[src/rtl/quad_operand_serial_adder.sv]
// -----------------------------------------------------------------------------
// quad_operand_serial_adder
//
// Bit-serial sum of four WIDTH-bit unsigned operands. A single four-input full
// adder column is evaluated once per cycle, LSB first, over WIDTH+2 bit slots.
// The column produces three outputs:
//   b_out  (weight 1) -> shifted into the result register MSB
//   c0_out (weight 2) -> fed back as c0_in on the next slot
//   c1_out (weight 4) -> fed back as c1_in two slots later (via c1_a, c1_b)
// The last two slots carry zero data bits and only flush the carries. The
// largest possible sum, 4*(2^WIDTH-1), fits in WIDTH+2 bits, so every carry
// has drained to zero by the time the result is presented.
//
// Ports:
//   clk_in         clock, rising edge
//   rst_n_in       asynchronous active-low reset
//   op_valid_in    operand set valid
//   op_ready_out   block can accept an operand set (high in IDLE only)
//   a0_in..a3_in   WIDTH-bit operands
//   res_valid_out  sum_out holds a completed result (high in DONE)
//   res_ready_in   consumer accepts the result
//   sum_out        WIDTH+2-bit sum a0+a1+a2+a3
//   busy_out       high while an operation is in RUN or DONE
// -----------------------------------------------------------------------------
module quad_operand_serial_adder #(
   parameter int unsigned WIDTH = 8
) (
   input  logic             clk_in,
   input  logic             rst_n_in,
   input  logic             op_valid_in,
   output logic             op_ready_out,
   input  logic [WIDTH-1:0] a0_in,
   input  logic [WIDTH-1:0] a1_in,
   input  logic [WIDTH-1:0] a2_in,
   input  logic [WIDTH-1:0] a3_in,
   output logic             res_valid_out,
   input  logic             res_ready_in,
   output logic [WIDTH+1:0] sum_out,
   output logic             busy_out
);

   localparam int unsigned RES_W = WIDTH + 2;
   localparam int unsigned CNT_W = $clog2(WIDTH + 2);
   localparam logic [CNT_W-1:0] LAST_SLOT = CNT_W'(WIDTH + 1);

   typedef enum logic [1:0] {
      StIdle,
      StRun,
      StDone
   } state_e;

   state_e             state_q;

   // Operand shift registers; zero fill makes the flush slots feed zero bits.
   logic [WIDTH-1:0]   a0_q;
   logic [WIDTH-1:0]   a1_q;
   logic [WIDTH-1:0]   a2_q;
   logic [WIDTH-1:0]   a3_q;

   logic [RES_W-1:0]   res_q;
   logic [CNT_W-1:0]   cnt_q;

   // Carry feedback: c0 returns after one slot, c1 after two (c1_a -> c1_b).
   logic               c0_q;
   logic               c1_a;
   logic               c1_b;

   // Registered handshake/status outputs.
   logic               op_ready_q;
   logic               res_valid_q;
   logic               busy_q;

   // Four-input full adder column.
   logic [2:0]         col_sum;
   logic               b_out;
   logic               c0_out;
   logic               c1_out;

   always_comb begin
      col_sum = 3'(a0_q[0]) + 3'(a1_q[0]) + 3'(a2_q[0]) + 3'(a3_q[0])
              + 3'(c0_q) + 3'(c1_b);
      b_out   = col_sum[0];
      c0_out  = col_sum[1];
      c1_out  = col_sum[2];
   end

   always_ff @(posedge clk_in or negedge rst_n_in) begin
      if (!rst_n_in) begin
         state_q     <= StIdle;
         a0_q        <= '0;
         a1_q        <= '0;
         a2_q        <= '0;
         a3_q        <= '0;
         res_q       <= '0;
         cnt_q       <= '0;
         c0_q        <= 1'b0;
         c1_a        <= 1'b0;
         c1_b        <= 1'b0;
         op_ready_q  <= 1'b1;
         res_valid_q <= 1'b0;
         busy_q      <= 1'b0;
      end else begin
         unique case (state_q)
            StIdle: begin
               if (op_valid_in && op_ready_q) begin
                  a0_q        <= a0_in;
                  a1_q        <= a1_in;
                  a2_q        <= a2_in;
                  a3_q        <= a3_in;
                  cnt_q       <= '0;
                  c0_q        <= 1'b0;
                  c1_a        <= 1'b0;
                  c1_b        <= 1'b0;
                  state_q     <= StRun;
                  op_ready_q  <= 1'b0;
                  busy_q      <= 1'b1;
               end
            end

            StRun: begin
               a0_q  <= a0_q >> 1;
               a1_q  <= a1_q >> 1;
               a2_q  <= a2_q >> 1;
               a3_q  <= a3_q >> 1;
               res_q <= {b_out, res_q[RES_W-1:1]};
               c0_q  <= c0_out;
               c1_b  <= c1_a;
               c1_a  <= c1_out;
               cnt_q <= cnt_q + CNT_W'(1);
               if (cnt_q == LAST_SLOT) begin
                  state_q     <= StDone;
                  res_valid_q <= 1'b1;
               end
            end

            StDone: begin
               // Result register is untouched here, so sum_out is stable
               // for however long the consumer stalls.
               if (res_ready_in) begin
                  state_q     <= StIdle;
                  res_valid_q <= 1'b0;
                  busy_q      <= 1'b0;
                  op_ready_q  <= 1'b1;
               end
            end

            default: begin
               state_q     <= StIdle;
               res_valid_q <= 1'b0;
               busy_q      <= 1'b0;
               op_ready_q  <= 1'b1;
            end
         endcase
      end
   end

   assign op_ready_out  = op_ready_q;
   assign res_valid_out = res_valid_q;
   assign busy_out      = busy_q;
   assign sum_out       = res_q;

endmodule

[config.mk]
export PLATFORM = sky130hd
export DESIGN_NAME = quad_operand_serial_adder
export DESIGN_NICKNAME = d
export VERILOG_FILES = /design/src/rtl/quad_operand_serial_adder.sv
export SDC_FILE = /design/constraint.sdc
export NUM_CORES = 1
export LEC_CHECK = 0
export ABC_AREA = 1
export BUFFER_PORTS_ARGS = -buffer_cell sky130_fd_sc_hd__clkbuf_2
export CAP_MARGIN = 5
export CORE_MARGIN = 4
export CORE_UTILIZATION = 45
export CTS_BUF_LIST = sky130_fd_sc_hd__clkbuf_4
export CTS_CLUSTER_DIAMETER = 60
export DETAILED_ROUTE_END_ITERATION = 7
export MAX_ROUTING_LAYER = met4
export PLACE_DENSITY = 0.73
export RECOVER_POWER = 100
export SETUP_SLACK_MARGIN = 0.05
export SYNTH_ARGS = -nofsm -noshare
export SYNTH_HDL_FRONTEND = slang
export SYNTH_SLANG_ARGS = --single-unit
[constraint.sdc]
create_clock -name clk_in -period 2.13 [get_ports clk_in]
set_input_delay 0.213 -clock clk_in [delete_from_list [all_inputs] [get_ports clk_in]]
set_output_delay 0.213 -clock clk_in [all_outputs]
set_load 0.05 [all_outputs]
# Word level (Yosys, flattened, before mapping)
# Index checks and enable logic that the tools add are counted.
[word_totals]
ff_bits = 54
elab_cells = 59
output_inout_bits = 13
[op_classes]
n_addsub = 6
eq_ne = 6
muxes = 25
n_reduce_logical = 7
bitwise_logic = 2
[op_table]
columns = ["operator", "count"]
rows = [
  ["$pmux 8 s2", 4],
  ["$mux 8", 4],
  ["$add 3x1->3", 3],
  ["$pmux 1 s3", 3],
  ["$reduce_and 3->1", 3],
  ["$pmux 4 s2", 1],
  ["$mux 2", 3],
  ["$ne 2x2->1 const B", 3],
  ["$pmux 1 s2", 3],
  ["$pmux 2 s3", 1],
  ["$mux 1", 5],
  ["$add 4x1->4 const B", 1],
  ["$eq 4x4->1 const B", 1],
  ["$mux 4", 1],
  ["$add 2x1->3", 1],
  ["$add 1x1->2", 1],
  ["$eq 2x1->1 const B", 1],
  ["$eq 2x2->1 const B", 1],
  ["$logic_not 2->1", 1],
  ["$not 1->1", 2],
  ["$reduce_and 2->1", 1],
  ["$reduce_bool 2->1", 1],
  ["$logic_and 1x1->1", 1],
]

# Depth between registers and ports, before layout
[depth]
ltp_word = 6
mapped_depth = 8
ltp_nobuf = 8

# Worst setup path before layout
# Ideal clock, no wire load.
[synth_path]
path_kind = "reg-to-reg"
startpoint = "register a0_q[0]"
endpoint = "register c0_q"
path_stages_with_launch = 9
arrival_ns = 2.203
setup_ns = 0.076
period_less_slack_ns = 2.280
required_ns = 2.054
setup_slack_ns = -0.150
cell_sequence = "dfrtp_1 -> fa_1 -> inv_1 -> fa_1 -> inv_1 -> ha_1 -> fa_1 -> nand2_1 -> o21ai_1"
[synth_via]
elab_chain_cells = 6
[synth_rtl]
columns = ["item", "line", "text"]
rows = [
  ["start: declaration", "55", "logic [WIDTH-1:0] a0_q;"],
  ["start signal: assignment", "106", "a0_q <= a0_in;"],
  ["start signal: assignment", "121", "a0_q <= a0_q >> 1;"],
  ["$add 1x1->2", "80", "col_sum = 3'(a0_q[0]) + 3'(a1_q[0]) + 3'(a2_q[0]) + 3'(a3_q[0])"],
  ["$add 2x1->3", "80", ""],
  ["$add 3x1->3", "80", ""],
  ["$add 3x1->3 (2 in series)", "81", "+ 3'(c0_q) + 3'(c1_b);"],
  ["$pmux 1 s2", "103", "unique case (state_q)"],
  ["end signal: assignment", "126", "c0_q <= c0_out;"],
  ["end: declaration", "64", "logic c0_q;"],
]
# Every way passes these cells.
# A chain may end at the register's enable or synchronous reset.

# Worst setup path after layout
[layout_path]
startpoint = "register a1_q[0]"
endpoint = "register c0_q"
[layout_via]
elab_chain_cells = 6
[layout_rtl]
columns = ["item", "line", "text"]
rows = [
  ["start: declaration", "56", "logic [WIDTH-1:0] a1_q;"],
  ["start signal: assignment", "107", "a1_q <= a1_in;"],
  ["start signal: assignment", "122", "a1_q <= a1_q >> 1;"],
  ["$add 1x1->2", "80", ""],
  ["$add 2x1->3", "80", ""],
  ["$add 3x1->3", "80", ""],
  ["$add 3x1->3 (2 in series)", "81", ""],
  ["$pmux 1 s2", "103", ""],
]
# Every way passes these cells.

==> summary.md <==
| Metric | Value |
|---|---|
| Status | complete, but fails checks |
| Failing checks | setup timing |
| Die area | 6960 sq um |
| Routability cong. | 0.731 |
| Synth Area in Adders | 0.0381 |
| Final Slew Violations | 0 |
| Period utilization | 1.11 |
| Clock root cell | clkbuf_4 |
| Final worst slack | -0.237 ns |
| Initial antenna violation count | 0 |
| Worst Path Buf+Inv | 2 |
| DR DRC count | 0 |
| RSZ-0062 raised after global routing | true |
| Ant diodes | 0 |
| First DRT Iteration DRCs | 131 |
| Multi-input gate area | 1060 sq um |
| Xor and xnor area share after synthesis | 0 |
| Mean post-synth cell area | 7.64 sq um |
| Hold Crit Start | a1_in[7] |
| CP Launch Type | flip-flop |
| Clk_lat worst skew | 0.36 ns |
| Fin crit period | 2.37 ns |
| Worst slew pin tran | 1.21 ns |
| HP Class | in2reg |
| Final WL | 5.15 mm |
| Slew HR | 0.192 |
| Mapped Cells | 335 |
| Critical Path Max Stage Delay | 0.54 ns |
| Reg2reg start | a1_q[0] |
| Cts repair resizes | 0 |
| Share of cells above drive strength 1 | 0.134 |
| Inst Count DP | 446 |
| DR vias/cell | 4.67 |
| Post-synthesis cell area | 2560 sq um |
| Mux cell area share after synthesis | 0 |
| Fillers | 538 |
| DR vias | 2119 |
| P&R area growth vs syn | 13.8% |
| # port buffers | 48 |
| Hold slack | 0.0612 ns |
| Die Span X | 83.4 um |
| Critical path class | reg2reg |
| Largest net degree at the start of global routing | 46 |
| VDD IR max | 1.03 mV |
| Initial Util | 0.465 |
| Worst-path clk slew | 0.15 ns |
| Power per cell area | 1490 nW/um^2 |
| H-tree Lvls | 2 |
| Leak Pwr | 1.66 nW |
| First-pass GRT wire length | 9.27 mm |
| Avg WL per Cell | 11.3 um |
| CP Capture Type | flip-flop |
| Total track usage | 0.162 |
| Syn Nets | 377 |
| Setup violators final | 2 |
| Clock Sinks | 54 |
| CP max-delay cell | fa_1 |
| Yosys warnings | 0 |
| Setup bufs post-CTS | 0 |
| Drt pass-1 iters | 4 |
| Post-Synth Simple-Gate Area | 0.339 |
| Fin cells | 454 |
| Vias in the first global route | 2180 |
| Pwr Total | 0.00433 W |
| Final Hold Viols | 0 |
| NumNets Final | 424 |
| Synthesized flop and latch total | 54 |
| Floorplan core area | 5510 sq um |
| Distinct cell type count after synthesis | 19 |
| Num ports | 49 |
| Max cap viols | 0 |
| Post-synthesis compound-gate area fraction | 0.0367 |
| Setup Skew | 0.0133 ns |
| Total grt overflow | 0 |
| CTS Buf Count | 5 |
| CTS tree | done |
| Post-synthesis sequential area ratio | 0.528 |
| CP most frequent cell | fa_1 |
| Routed Antenna Nets | 0 |
| Critical path arrival | 2.66 ns |
| CP cell instances | fa_1, inv_1, fa_1, inv_1, ha_2, fa_1, nand2_1, o21ai_1 |
| Core Util, Final | 0.529 |
| WP data required | 2.43 ns |
| CTS max path bufs | 2 |
| Largest family of logic cells by synthesized area | simple AND/OR/NAND/NOR gates |
| Die height | 83.4 um |
| Setup crit start | a1_q[0] |
| # rows | 27 |
| Hpwl dp | 3.52 mm |
| Register area | 1350 sq um |
| Largest delay share family, worst path | adder cells |
| Fmax | 423 MHz |
| Crit Path Max Fanout | 2 |
## final timing paths
kind / endpoint / slack, ns / cells after the start
worst max-delay path: c0_q / -0.24 / 8
worst min-delay path: a1_q[7] / 0.06 / 3
worst max register to register: c0_q / -0.24 / 8
worst min register to register: a3_q[7] / 0.49 / 2
max in group asynchronous: op_ready_out / 0.32 / 3
min in group asynchronous: a2_q[3] / 0.60 / 2
## state kept, by name, indices dropped and copies added, names as in the netlist, 2 cells and up
signal,count
a0_q,8
a3_q,8
sum_out,10
a2_q,8
cnt_q,4
a1_q,8
state_q,2
## placed cells by master (no fill, tap or decap), types with 3 or more instances in the layout
master    count
inv_1        15
clkbuf_2     34
o21ai_0      15
dfrtp_1      53
clkbuf_4      6
fa_1          3
nand3_1       8
nor2_1        7
clkbuf_1     15
nand2_1     207
buf_4         4
## where the power goes
group / internal (W) / switching (W) / total, W
Sequential: 0.00145 / 0.000246 / 0.00170
Combinational: 0.000628 / 0.00147 / 0.00210
Clock: 0.000238 / 0.000296 / 0.000534
## metrics by stage
stage          area, sq um  setup slack [ns]  setup TNS (ns)
2_1_floorplan         2560            -0.133          -0.180
6_report              2910            -0.237          -0.374
3_5_place_dp          2870            -0.221          -0.352
4_1_cts               2950            -0.245          -0.393
5_1_grt               2910            -0.314          -0.532
3_3_place_gp          2870            -0.181          -0.274
## routing by layer
metal  vias to the layer above  track usage  wire length, um
li1                       1101            -                -
met1                       984        0.196             2410
met2                        29        0.278             2510
met3                         5       0.0367              180
met4                         0       0.0395               54
met5                         -            -                0
## synth_stat cells
cell type | number | area (sq um)
a21oi_1 | 1 | 5.00
buf_2 | 10 | 50.1
buf_4 | 4 | 30.0
clkbuf_1 | 1 | 3.75
dfrtp_1 | 53 | 1330
dfstp_2 | 1 | 26.3
fa_1 | 3 | 60.1
ha_1 | 3 | 37.5
inv_1 | 15 | 56.3
inv_2 | 2 | 7.51
nand2_1 | 207 | 777
nand3_1 | 8 | 40.0
nand3b_1 | 1 | 7.51
nor2_1 | 7 | 26.3
nor2_4 | 1 | 11.3
o21ai_0 | 15 | 75.1
o21ai_1 | 1 | 5.00
o21ai_2 | 1 | 8.76
or2_2 | 1 | 6.26
## area by class of cell
class                   count  share of cell area
multi-input cells         249               0.365
repair buffers             55              0.0940
well taps                  72              0.0309
clock inverters             2              0.0116
flip-flops and latches     54               0.464
clock buffers               5              0.0129
inverters                  17              0.0219
## cell families (layout without fill, tap and decap cells)
group	Yosys count	count (layout)
AO/OA/AOI/OAI	18	18
flip-flops	54	54
buffers and inverters	32	79
adder cells (fa/ha/maj)	6	6
AND/OR/NAND/NOR	225	225
## worst reg2reg max path, stage by stage, from the launching register on
cell and delay, ns:
dfrtp_1 0.43, fa_1 0.54, inv_1 0.05, fa_1 0.47, inv_1 0.05, ha_2 0.16, fa_1 0.47, nand2_1 0.05
o21ai_1 0.09
## timing repair
| action | in CTS | in global routing |
|---|---|---|
| hold buffers | 1 | 0 |
| endpoints found under the setup margin | 2 | 3 |
| hold endpoints to repair | 21 | 0 |
| pin swaps | 1 | 1 |
(Power assumes the default switching activity.)
